==> src/rtl/lmc_pkg.sv <==
// lmc_pkg -- definitions shared by the little-man-computer core and its ALU.
//   state_e  : FSM state encoding. It is also driven out on the core's 2-bit
//              state port.
//   opcode_e : the instruction opcodes. Codes 11..15 are not listed and decode
//              as NOP.
//   OPCODE_W : width of the opcode field at the top of each instruction word.
package lmc_pkg;

    localparam int OPCODE_W = 4;

    typedef enum logic [1:0] {
        IDLE  = 2'd0,
        FETCH = 2'd1,
        EXEC  = 2'd2,
        HALT  = 2'd3
    } state_e;

    typedef enum logic [OPCODE_W-1:0] {
        OP_HLT = 4'd0,
        OP_LDA = 4'd1,
        OP_STA = 4'd2,
        OP_ADD = 4'd3,
        OP_SUB = 4'd4,
        OP_LDI = 4'd5,
        OP_OUT = 4'd6,
        OP_BRA = 4'd7,
        OP_BRZ = 4'd8,
        OP_BRP = 4'd9,
        OP_LDK = 4'd10
    } opcode_e;

endpackage

==> src/rtl/lmc_alu.sv <==
// lmc_alu -- modular add/subtract unit used by the accumulator.
//   a, b      : operands (DATA_W)
//   sub       : 0 = a+b, 1 = a-b
//   result    : sum or difference, modulo 2**DATA_W
//   carry_out : carry-out on add; no-borrow (a >= b) on subtract
module lmc_alu
    import lmc_pkg::*;
#(
    parameter int DATA_W = 8
) (
    input  logic [DATA_W-1:0] a,
    input  logic [DATA_W-1:0] b,
    input  logic              sub,
    output logic [DATA_W-1:0] result,
    output logic              carry_out
);

    logic [DATA_W-1:0] b_eff;
    logic [DATA_W:0]   sum;

    // Subtraction is a + ~b + 1. Its carry-out is set exactly when no borrow
    // occurs, which is the case a >= b.
    assign b_eff     = sub ? ~b : b;
    assign sum       = {1'b0, a} + {1'b0, b_eff} + {{DATA_W{1'b0}}, sub};
    assign result    = sum[DATA_W-1:0];
    assign carry_out = sum[DATA_W];

endmodule

==> src/rtl/lmc_core.sv <==
// lmc_core -- small accumulator machine with a program memory and a data memory.
//   clk, reset_count       : clock; asynchronous active-high reset
//   start                  : run request. It is honoured only in IDLE or HALT
//                            and restarts execution from pc 0.
//   prog_we/addr/data      : program-memory write port. It is honoured only in
//                            IDLE or HALT. An instruction word is
//                            {opcode[3:0], operand}.
//   in_data/valid/ready    : input stream consumed by LDI
//   out_data/out_valid     : value latched by OUT, plus a one-cycle strobe
//   pc, acc, carry, zero   : architectural state
//   halted, state          : FSM observation (state uses the state_e encoding)
//
// Handshake (in_valid/in_ready): in_ready is high only while an LDI is waiting
// in EXEC. A word transfers on a rising edge where in_valid and in_ready are
// both high. Until that edge the core holds pc, acc and state.
//
// Every non-stalled instruction takes two cycles, one in FETCH and one in EXEC.
// The reset clears the registers only. Program and data memory keep their
// contents.
module lmc_core
    import lmc_pkg::*;
#(
    parameter int DATA_W = 8,
    parameter int ADDR_W = 4
) (
    input  logic                  clk,
    input  logic                  reset_count,
    input  logic                  start,
    input  logic                  prog_we,
    input  logic [ADDR_W-1:0]     prog_addr,
    input  logic [OPCODE_W+ADDR_W-1:0] prog_data,
    input  logic [DATA_W-1:0]     in_data,
    input  logic                  in_valid,
    output logic                  in_ready,
    output logic [DATA_W-1:0]     out_data,
    output logic                  out_valid,
    output logic [ADDR_W-1:0]     pc,
    output logic [DATA_W-1:0]     acc,
    output logic                  carry,
    output logic                  zero,
    output logic                  halted,
    output logic [1:0]            state
);

    localparam int DEPTH = 2 ** ADDR_W;
    localparam int IR_W  = OPCODE_W + ADDR_W;

    logic [IR_W-1:0]   pmem [DEPTH];
    logic [DATA_W-1:0] dmem [DEPTH];

    state_e            st_q, st_nxt;
    logic [ADDR_W-1:0] pc_q, pc_nxt;
    logic [IR_W-1:0]   ir_q, ir_nxt;
    logic [DATA_W-1:0] acc_q, acc_nxt;
    logic              carry_q, carry_nxt;
    logic [DATA_W-1:0] out_data_q, out_data_nxt;
    logic              out_valid_q, out_valid_nxt;
    logic              in_ready_c;
    logic              dmem_we;

    logic [OPCODE_W-1:0] ir_op;
    logic [ADDR_W-1:0]   ir_operand;
    logic [DATA_W-1:0]   dmem_rd;
    logic [DATA_W-1:0]   alu_result;
    logic                alu_carry;
    logic                idle_or_halt;

    assign ir_op        = ir_q[IR_W-1:ADDR_W];
    assign ir_operand   = ir_q[ADDR_W-1:0];
    assign dmem_rd      = dmem[ir_operand];
    assign idle_or_halt = (st_q == IDLE) || (st_q == HALT);

    lmc_alu #(.DATA_W(DATA_W)) u_alu (
        .a         (acc_q),
        .b         (dmem_rd),
        .sub       (ir_op == OP_SUB),
        .result    (alu_result),
        .carry_out (alu_carry)
    );

    // Program memory. Writes are blocked while a program is running, so the
    // running program cannot be changed underneath the fetch.
    always_ff @(posedge clk) begin
        if (prog_we && idle_or_halt) begin
            pmem[prog_addr] <= prog_data;
        end
    end

    always_ff @(posedge clk) begin
        if (dmem_we) begin
            dmem[ir_operand] <= acc_q;
        end
    end

    // State register
    always_ff @(posedge clk or posedge reset_count) begin
        if (reset_count) begin
            st_q <= IDLE;
        end else begin
            st_q <= st_nxt;
        end
    end

    // Datapath registers
    always_ff @(posedge clk or posedge reset_count) begin
        if (reset_count) begin
            pc_q        <= '0;
            ir_q        <= '0;
            acc_q       <= '0;
            carry_q     <= 1'b0;
            out_data_q  <= '0;
            out_valid_q <= 1'b0;
        end else begin
            pc_q        <= pc_nxt;
            ir_q        <= ir_nxt;
            acc_q       <= acc_nxt;
            carry_q     <= carry_nxt;
            out_data_q  <= out_data_nxt;
            out_valid_q <= out_valid_nxt;
        end
    end

    // Next-state and datapath decode
    always_comb begin
        st_nxt        = st_q;
        pc_nxt        = pc_q;
        ir_nxt        = ir_q;
        acc_nxt       = acc_q;
        carry_nxt     = carry_q;
        out_data_nxt  = out_data_q;
        out_valid_nxt = 1'b0;
        in_ready_c    = 1'b0;
        dmem_we       = 1'b0;

        case (st_q)
            IDLE, HALT: begin
                if (start) begin
                    st_nxt = FETCH;
                    pc_nxt = '0;
                end
            end
            FETCH: begin
                ir_nxt = pmem[pc_q];
                pc_nxt = pc_q + 1'b1;
                st_nxt = EXEC;
            end
            EXEC: begin
                st_nxt = FETCH;
                case (ir_op)
                    OP_HLT: st_nxt = HALT;
                    OP_LDA: acc_nxt = dmem_rd;
                    OP_STA: dmem_we = 1'b1;
                    OP_ADD, OP_SUB: begin
                        acc_nxt   = alu_result;
                        carry_nxt = alu_carry;
                    end
                    OP_LDI: begin
                        in_ready_c = 1'b1;
                        if (in_valid) begin
                            acc_nxt = in_data;
                        end else begin
                            st_nxt = EXEC;
                        end
                    end
                    OP_OUT: begin
                        out_data_nxt  = acc_q;
                        out_valid_nxt = 1'b1;
                    end
                    OP_BRA: pc_nxt = ir_operand;
                    OP_BRZ: if (acc_q == '0) pc_nxt = ir_operand;
                    OP_BRP: if (!acc_q[DATA_W-1]) pc_nxt = ir_operand;
                    OP_LDK: acc_nxt = DATA_W'(ir_operand);
                    default: ;
                endcase
            end
            default: st_nxt = IDLE;
        endcase
    end

    assign in_ready  = in_ready_c;
    assign out_data  = out_data_q;
    assign out_valid = out_valid_q;
    assign pc        = pc_q;
    assign acc       = acc_q;
    assign carry     = carry_q;
    assign zero      = (acc_q == '0);
    assign halted    = (st_q == HALT);
    assign state     = st_q;

endmodule

==> config.mk <==
export PLATFORM = sky130hd
export DESIGN_NAME = lmc_core
export DESIGN_NICKNAME = d
export VERILOG_FILES = /design/src/rtl/lmc_pkg.sv /design/src/rtl/lmc_alu.sv /design/src/rtl/lmc_core.sv
export SDC_FILE = /design/constraint.sdc
export NUM_CORES = 1
export LEC_CHECK = 0
export CAP_MARGIN = 20
export CORE_ASPECT_RATIO = 0.8
export CORE_MARGIN = 5
export CORE_UTILIZATION = 45
export CTS_BUF_LIST = sky130_fd_sc_hd__clkbuf_2 sky130_fd_sc_hd__clkbuf_4 sky130_fd_sc_hd__clkbuf_8
export DETAILED_ROUTE_END_ITERATION = 8
export GPL_ROUTABILITY_DRIVEN = 0
export GPL_TIMING_DRIVEN = 0
export HOLD_SLACK_MARGIN = 0.1
export SLEW_MARGIN = 20
export SYNTH_ARGS = -nofsm -noshare
export SYNTH_HDL_FRONTEND = slang
export SYNTH_SLANG_ARGS = --single-unit
==> constraint.sdc <==
create_clock -name clk -period 3.74 [get_ports clk]
set_input_delay 0.561 -clock clk [delete_from_list [all_inputs] [get_ports clk]]
set_output_delay 0.561 -clock clk [all_outputs]
set_load 0.05 [all_outputs]
* Yosys cells after proc, flatten, opt, wreduce, memory -nomap -nowiden *
Memory sizes are Yosys's and may differ from the RTL's. A register that Yosys moved wholly into a read port is not among the register bits.
Cells that the tools add are included.

storage, ports and cells
  register bits after elaboration = 24
  latch bits = 0
  memory bits (writable) = 256
  ROM bits = 0
  word-level logic and storage cells = 64
  memories = 2

memory list
  memory  words  bits a word  rd ports  clocked after Yosys merged registers in  wr ports  RTL line        source
  dmem    16     8            1         0                                        1         lmc_core.sv:49  logic [DATA_W-1:0] dmem [DEPTH];
  pmem    16     8            1         1                                        1         lmc_core.sv:48  logic [IR_W-1:0] pmem [DEPTH];

cells by class
  add/sub/neg operators = 3
  multiply operators = 0
  divide/modulo/power cells = 0
  order comparisons = 0
  eq/ne operators = 18
  shift operators = 0
  mux-type cells = 22
  bitwise logic cells = 1
  reduce and logical (&&, ||, !) cells = 12

operators with widths
  kind                 number
  $pmux 8 s4           1
  $pmux 4 s3           2
  $eq 4x3->1 const B   4
  $mux 8               2
  $eq 4x4->1 const B   3
  $mux 4               3
  $mux 1               10
  $add 8x8->9          1
  $add 9x1->9          1
  $eq 4x2->1 const B   2
  $logic_not 8->1      1
  $not 8->8            1
  $ne 3x3->1 const B   2
  $pmux 2 s3           1
  $add 4x1->4 const B  1
  $eq 2x2->1 const B   2
  $eq 4x1->1 const B   1
  $logic_not 4->1      1
  $mux 2               2
  $ne 2x2->1 const B   2
  $ne 4x2->1 const B   1
  $pmux 2 s2           1
  $reduce_and 2->1     2
  $reduce_and 4->1     1
  other kinds (7)      8

* Depth between registers and ports, before layout *
Gate-level depths: netlist of the first run.
An unclocked memory read counts as a cell.

  word-level depth = 6
  depth in mapped cells = 13
  gate-level depth less buffers = 11

* Modules after synthesis *
A second synthesis of the first run with hierarchy kept.

unflattened totals
  cell total of the unflattened synthesis = 691
  area, all modules = 12,169.2 µm²

modules (own cells, without submodules)
  module    instances  cells each  area each (µm²)
  lmc_core  1          643         11,771.3
  lmc_alu   1          48          397.9

* Worst setup path before layout of the first run *
Ideal clock, no wire load.

  path kind = reg2reg
  start = reg ir_q[0], read port of pmem
  end = reg acc_q[7], in the netlist acc[7]
  library setup time = 141 ps
  arrival time = 3,699 ps
  slack = -101 ps
  stages on the path, launching flop included = 13
  period minus slack after synthesis = 3,841 ps
  cell sequence = dfrtp_1 -> buf_6 -> buf_4 -> mux4_2 -> mux4_2 -> xor2_1 -> ha_1 -> and4_1 -> or3b_2 -> o22ai_1 -> and4b_1 -> a2111oi_2 -> a32oi_1

between the ends
  longest elaborated chain between the ends = 6

ends and longest elaborated chain
  element               RTL line         source
  start, declared       lmc_core.sv:53   logic [IR_W-1:0] ir_q, ir_nxt;
  $mem_v2 16x8 *        -
  $not 8->8             lmc_alu.sv:23    assign b_eff = sub ? ~b : b;
  $mux 8                lmc_alu.sv:23
  $add 8x8->9           lmc_alu.sv:24    assign sum = {1'b0, a} + {1'b0, b_eff} + {{DATA_W{1'b0}}, sub};
  $add 9x1->9           lmc_alu.sv:24
  $pmux 8 s4 *          lmc_core.sv:149  case (ir_op)
  end signal, assigned  lmc_core.sv:116  acc_q <= acc_nxt;
  end, declared         lmc_core.sv:54   logic [DATA_W-1:0] acc_q, acc_nxt;

Every way passes the cells marked *; elsewhere a longest branch is shown, timed or not.
A chain may end at the register's enable or synchronous reset.

* Final worst setup path of the first run *
Same ends and word-level chain as after synthesis.

==> impl_metrics.csv, run 1 <==
group,metric,value,unit
cts,clkTransAtPathRegs,60,ps
run_status,violations,"setup timing",
cts,clk_path_buf_depth,3,
power_and_ir_drop,p_leak,4.846,nW
global_routing,met3_usage,6.350,%
global_routing,grt_pass1_vias,6893,
synthesis,synth_edf_count,256,
synthesis,synthCells,655,
power_and_ir_drop,p_per_area,820.2,nW/um^2
setup_path,critPathArrivalTime,4220,ps
setup_path,worst_path_max_delay_cell,"mux4_2",
placed_design,place_hpwl,19290,um
synthesis,synth_ff_type,"edfxtp_1",
setup_path,crit_chain,"buf_12 -> buf_12 -> mux4_2 -> mux4_2 -> xor2_2 -> ha_1 -> and4_4 -> or3b_4 -> o22ai_2 -> and4b_1 -> a2111oi_2 -> a32oi_1",
setup_path,cpPeakStageDelay,550,ps
global_routing,use_met1,29.20,%
flow_run,cap_viol_max_count,0,
setup_path,worst-path-buf-inv,2,
setup_path,crit_fanout,8,
cts,postCtsHoldBufs,0,
sta,fin_ws,-71.45,ps
floorplanning,ios,52,
cts,clk_latency,560,ps
finish,fin_util,54.67,%
cts,htree_levels,2,
worst_hold_path,hold_path_class,"input port to asynchronous set/reset pin",
synthesis,yosysUniqueCellTypes,61,
sta,setup_viol,1,
synthesis,synth_area,12120,um^2
floorplanning,die_area,30330,um^2
detailed_routing,detail_route.wl_per_cell,24.57,um
cts,clock-sinks,288,
setup_path,worst_setup_path_start_kind,"flop",
global_routing,grt_overflow,0,
setup_path,cp.required,4150,ps
finish,antenna_cells,0,
floorplanning,initial_core_util,45.91,%
global_routing,grt_first_pass_wirelength,43250,um
cts,root_buffer,"clkbuf_8",
detailed_routing,drc,0,
sta,min_period,3811,ps
setup_path,end_kind,"flop",
setup_path,path_delay_family,"multiplexers",
detailed_routing,dr.pass1.iters,7,
detailed_routing,ant_nets,0,
floorplanning,die_w,193.5,um
synthesis,ys_ff_latch,288,
synthesis,syn_area_per_cell,18.50,um^2
placed_design,placed_area,13140,um^2
cts,numCtsBuffers,46,
setup_path,r2r_slack,-70,ps
floorplanning,rows,53,
detailed_routing,drt_iter0_markers,750,
global_routing,antenna_found_initial,0,
synthesis,synth-async-reset-ratio,11.11,%
finish,area_growth,19.07,%
floorplanning,core,26390,um^2
synthesis,ys_warn_count,0,
detailed_routing,num_vias,6847,
setup_path,crit_type,"flop to flop",
sta,fin_crit_sh,101.9,%
sta,skew,27.53,ps
finish,fin_nets,817,
placed_design,place.port_buffers,51,
cts,tritoncts,"built",
sta,max_freq,262.4,MHz
floorplanning,die_y,156.8,um
sta,finalHoldViolations,0,
sta,worst_slew_pin_slew,1104,ps
global_routing,met2_usage,26.70,%
finish,fin_area,14430,um^2
power_and_ir_drop,ir_drop,445.8,uV
finish,layout-drive-gt1-share,28.62,%
detailed_routing,via_per_inst,5.847,
sta,drv_slew,0,
run_status,status,"finished, violations left",
synthesis,syn_nets,694,
global_routing,grt_use_total,19.02,%
detailed_routing,wirelength,28770,um
global_routing,grt_max_degree,33,
sta,max-slew-margin-rel,26.11,%
synthesis,yosysSeqAreaShare,70.05,%
sta,rsz0062_at_grt,"yes",
global_routing,top_usage_layer,"met1",
-- cell type report --
type	instances	area, um^2
flip-flops and latches	288	8489
fillers	2109	11960
well taps	357	446.7
clock buffers	72	847.1
clock inverters	12	92.59
plain buffers	31	220.2
inverters	15	56.30
multi-input cells	321	3523
repair buffers	75	753.2
-- sequential cells by signal (all words and copies together) (netlist names) --
name,count
acc,8
pc,4
state,2
dmem,128
out_data,8
pmem,128
ir_q,8
carry,1
out_valid,1
-- cells by family (layout without fill, tap and decap cells) --
kind of cell | Yosys count | in the layout | share of synthesized area, %
muxes | 96 | 96 | 16.38
buffers and inverters | 46 | 205 | 1.735
adders and majority gates | 14 | 14 | 1.508
DFF | 288 | 288 | 70.05
AOI/OAI and AO/OA | 69 | 69 | 4.099
and+or+nand+nor | 129 | 129 | 5.297
xor gates and xnor gates | 13 | 13 | 0.9396
-- synthesized netlist by cell type, types with 7 or more instances --
master | instances | share of area [%]
edfxtp_1 | 256 | 63
nand3_1 | 9 | 0.37
ha_1 | 13 | 1.3
mux2_2 | 14 | 1.3
mux4_2 | 70 | 13
nor3_1 | 11 | 0.45
nand2_1 | 27 | 0.84
a21oi_1 | 10 | 0.41
nor2_1 | 43 | 1.3
o21ai_0 | 16 | 0.66
xor2_1 | 8 | 0.58
mux4_1 | 7 | 1.5
a22o_1 | 7 | 0.51
clkbuf_1 | 15 | 0.46
buf_2 | 8 | 0.33
inv_1 | 15 | 0.46
dfrtp_1 | 32 | 6.6
-- where the power goes --
part	leakage, nW	total [mW]	switching, mW	internal, mW
clock	0.498	2.72	1.21	1.51
sequential	2.70	4.26	0.393	3.87
combinational	1.65	4.85	2.62	2.23
total	4.85	11.8	4.22	7.61
-- path summary, 6_finish.rpt --
check / start / endpoint / cells after the start
max: ir_q[0] / acc[7] / 12
min: reset_count / out_data[0] / 2
max reg2reg: ir_q[0] / acc[7] / 12
min reg2reg: out_data[3] / out_data[3] / 1
max in group asynchronous: reset_count / ir_q[0] / 2
min in group clk: out_data[3] / out_data[3] / 1
-- worst register-to-register path, delay by kind of cell, from the launching register on --
kind / cells / cell delay [ps]
mux: 2 / 1100
simple gates: 3 / 810
compound gates: 3 / 560
flops: 1 / 430
fa+ha+maj: 1 / 310
buf+inv: 2 / 290
xor+xnor: 1 / 180
-- metal layers --
layer / part of all wire [%] / vias to the layer above
met1: 45 / 3562
li1: - / 2910
met3: 11 / 41
met2: 42 / 334
met4: 1.4 / 0
met5: 0 / -
-- through the flow --
| stage | total power, mW | cells | TNS, ps | worst slack (ps) | hold WS, ps |
|---|---|---|---|---|---|
| 2_1_floorplan | 7.184 | 655 | 0 | 71.42 | 611.2 |
| 3_3_place_gp | 8.403 | 1063 | -619.7 | -424.4 | 494.3 |
| 3_5_place_dp | 8.502 | 1065 | -724.7 | -455.3 | 500.3 |
| 4_1_cts | 11.66 | 1166 | -4.257 | -4.257 | 455.7 |
| 5_1_grt | 12.40 | 1171 | -225.6 | -146.0 | 509.0 |
| 6_report | 11.83 | 1171 | -71.45 | -71.45 | 454.8 |
-- placed cells by master, fill, tap and decap left out, types with 4 or more instances in the layout --
cell             count
a21oi_1             10
clkinv_2             4
o21ai_0             16
dfrtp_1             31
inv_1               14
clkbuf_4            23
mux4_1               4
buf_12               5
nand3_1              9
buf_2                6
ha_1                11
nor2_1              43
edfxtp_1           256
mux2_2              14
or3_1                5
buf_1                4
a22o_1               7
nor3_2               8
clkbuf_1            13
mux4_2              73
nor2b_1              6
clkdlybuf4s50_1     49
buf_4               22
xor2_1               6
xnor2_1              5
nand2b_1             6
clkbuf_8            51
nand2_1             26
-- what timing repair did --
action | CTS | global route
setup buffers | 15 | 5
endpoints found under the setup margin | 6 | 4
gates cloned | 2 | 0
resized for setup | 21 | 9
pin swaps | 7 | 7
(Power assumes the default switching activity.)
==> run 2, diff against run 1 <==
CTS_CLUSTER_DIAMETER = 80   (was unset)
CTS_CLUSTER_SIZE = 8   (was unset)
SLEW_MARGIN = unset   (was 20)
==> run 2 against run 1 <==
Effect of this change: the run still ends with setup timing left; via count decreased by 0.28%; routed wire length up 1.5%; hold slack worse by 77 ps; first-iteration DRC count fell by 17%; cell count grew 0.26%; design area is essentially flat; sequential cell count stayed put; critical path depth increased by 2.
==> impl_metrics.csv, run 2 (same netlist as run 1, synthesis figures left out) <==
group,metric,value,unit
sta,hold_slack,377.8,ps
cts,tritoncts,"built",
sta,drv_slew,0,
setup_path,crit_chain,"buf_12 -> buf_16 -> buf_12 -> mux4_2 -> a22o_1 -> a221oi_4 -> xnor2_2 -> ha_1 -> and4_4 -> or3b_4 -> o22ai_2 -> and4b_1 -> a2111oi_4 -> a32oi_1",
placed_design,place_hpwl,19450,um
finish,antenna_cells,0,
cts,postCtsHoldBufs,0,
floorplanning,initial_core_util,45.91,%
setup_path,worst_setup_path_start_kind,"flop",
global_routing,grt_overflow,0,
power_and_ir_drop,total_power,11.78,mW
sta,finalHoldViolations,0,
sta,skew,16.82,ps
detailed_routing,drc,0,
detailed_routing,ant_nets,0,
floorplanning,die_w,193.5,um
floorplanning,core,26390,um^2
sta,rsz0062_at_grt,"yes",
floorplanning,ios,52,
finish,top_regs,"dmem (128), pmem (128)",
setup_path,cpMostUsedCell,"buf_12",
flow_run,cap_viol_max_count,0,
worst_hold_path,hold_path_class,"input port to asynchronous set/reset pin",
setup_path,ff2ff_path_depth,14,
setup_path,rr_startpoint,"ir_q[0]",
setup_path,end_kind,"flop",
sta,min_period,3798,ps
global_routing,grt_pass1_vias,6926,
finish,area_growth,19.09,%
detailed_routing,dr.pass1.iters,5,
sta,max_freq,263.3,MHz
finish,layout-drive-gt1-share,28.64,%
global_routing,grt_first_pass_wirelength,43780,um
cts,clkTransAtPathRegs,70,ps
finish,fin_nets,823,
placed_design,place.port_buffers,51,
setup_path,worst-path-buf-inv,3,
detailed_routing,num_vias,6828,
sta,fin_ws,-58.38,ps
global_routing,antenna_found_initial,0,
setup_path,cpPeakStageDelay,450,ps
sta,max-slew-margin-rel,28.70,%
global_routing,grt_max_degree,25,
finish,layout_commonest_cell,"edfxtp_1",
cts,clk_latency,540,ps
setup_path,cp.required,4130,ps
sta,setup_viol,1,
power_and_ir_drop,p_leak,4.871,nW
power_and_ir_drop,p_per_area,816.1,nW/um^2
cts,numCtsBuffers,41,
detailed_routing,wirelength,29190,um
setup_path,r2r_end,"acc[7]",
detailed_routing,via_per_inst,5.816,
sta,worst_slew_pin_slew,1066,ps
detailed_routing,drt_iter0_markers,620,
cts,htree_levels,2,
run_status,violations,"setup timing",
detailed_routing,detail_route.wl_per_cell,24.87,um
cts,root_buffer,"clkbuf_8",
setup_path,critPathArrivalTime,4190,ps
setup_path,crit_type,"flop to flop",
finish,layout_common_cells,"edfxtp_1 (256), mux4_2 (74), clkdlybuf4s50_1 (49)",
floorplanning,die_area,30330,um^2
setup_path,worst_path_max_delay_cell,"dfrtp_2",
finish,fin_util,54.68,%
floorplanning,die_y,156.8,um
sta,fin_crit_sh,101.6,%
setup_path,r2r_slack,-60,ps
cts,clk_path_buf_depth,3,
power_and_ir_drop,ir_drop,419.6,uV
cts,clock-sinks,288,
setup_path,path_delay_family,"compound AO/OA/AOI/OAI gates",
setup_path,crit_fanout,4,
run_status,status,"finished, violations left",
floorplanning,rows,53,
global_routing,grt_use_total,19.21,%
run 2: layout make-up:
type	count	area, um^2
plain buffers	31	209.0
clock buffers	73	804.5
clock inverters	3	25.02
fillers	2104	11960
inverters	15	56.30
multi-input cells	321	3507
flip-flops and latches	288	8489
well taps	357	446.7
repair buffers	86	893.4
run 2: layer usage:
metal  global-route usage (%)  part of all wire (%)  vias to the layer above
li1                         -                     -                     2932
met1                    30.03                    46                     3540
met2                    26.89                    42                      319
met3                    5.725                    10                       37
met4                    4.011                   1.3                        0
met5                        0                     0                        -
run 2: repair_timing:
| item | in CTS | in global routing |
|---|---|---|
| resized for setup | 19 | 13 |
| endpoints found under the hold margin | 0 | 0 |
| pin swaps | 8 | 7 |
| setup endpoints to repair | 5 | 4 |
| cloned | 3 | 0 |
| setup buffers | 19 | 6 |
run 2: worst max-delay path by stage:
stage | endpoint | slack, ps | cells after the start | startpoint
2_1_floorplan | acc[7] | 70 | 12 | ir_q[0]
3_3_place_gp | acc[7] | -420 | 12 | ir_q[1]
3_5_place_dp | acc[7] | -450 | 12 | ir_q[1]
4_1_cts | acc[7] | -80 | 12 | ir_q[0]
5_1_grt | acc[7] | -130 | 14 | ir_q[0]
6_report | acc[7] | -60 | 14 | ir_q[0]
run 2: power by group:
part	switching, mW	internal [mW]
clock	1.13	1.35
combinational	2.70	2.34
sequential	0.389	3.87
run 2: metrics by stage:
stage          area [um^2]  setup slack [ps]  TNS [ps]  cells
2_1_floorplan        12130             71.42         0    655
3_5_place_dp         13170            -451.8    -632.4   1070
5_1_grt              14430            -127.8    -197.9   1174
3_3_place_gp         13090            -424.4    -619.7   1063
6_report             14430            -58.38    -58.38   1174
4_1_cts              14320            -79.84    -79.84   1168
run 2: worst register-to-register path: stages, from the launching register on:
cell and delay, ps:
dfrtp_2 450, buf_12 150, buf_16 130, buf_12 120, mux4_2 450, a22o_1 300, a221oi_4 290, xnor2_2 130
ha_1 310, and4_4 250, or3b_4 380, o22ai_2 140, and4b_1 240, a2111oi_4 190, a32oi_1 140
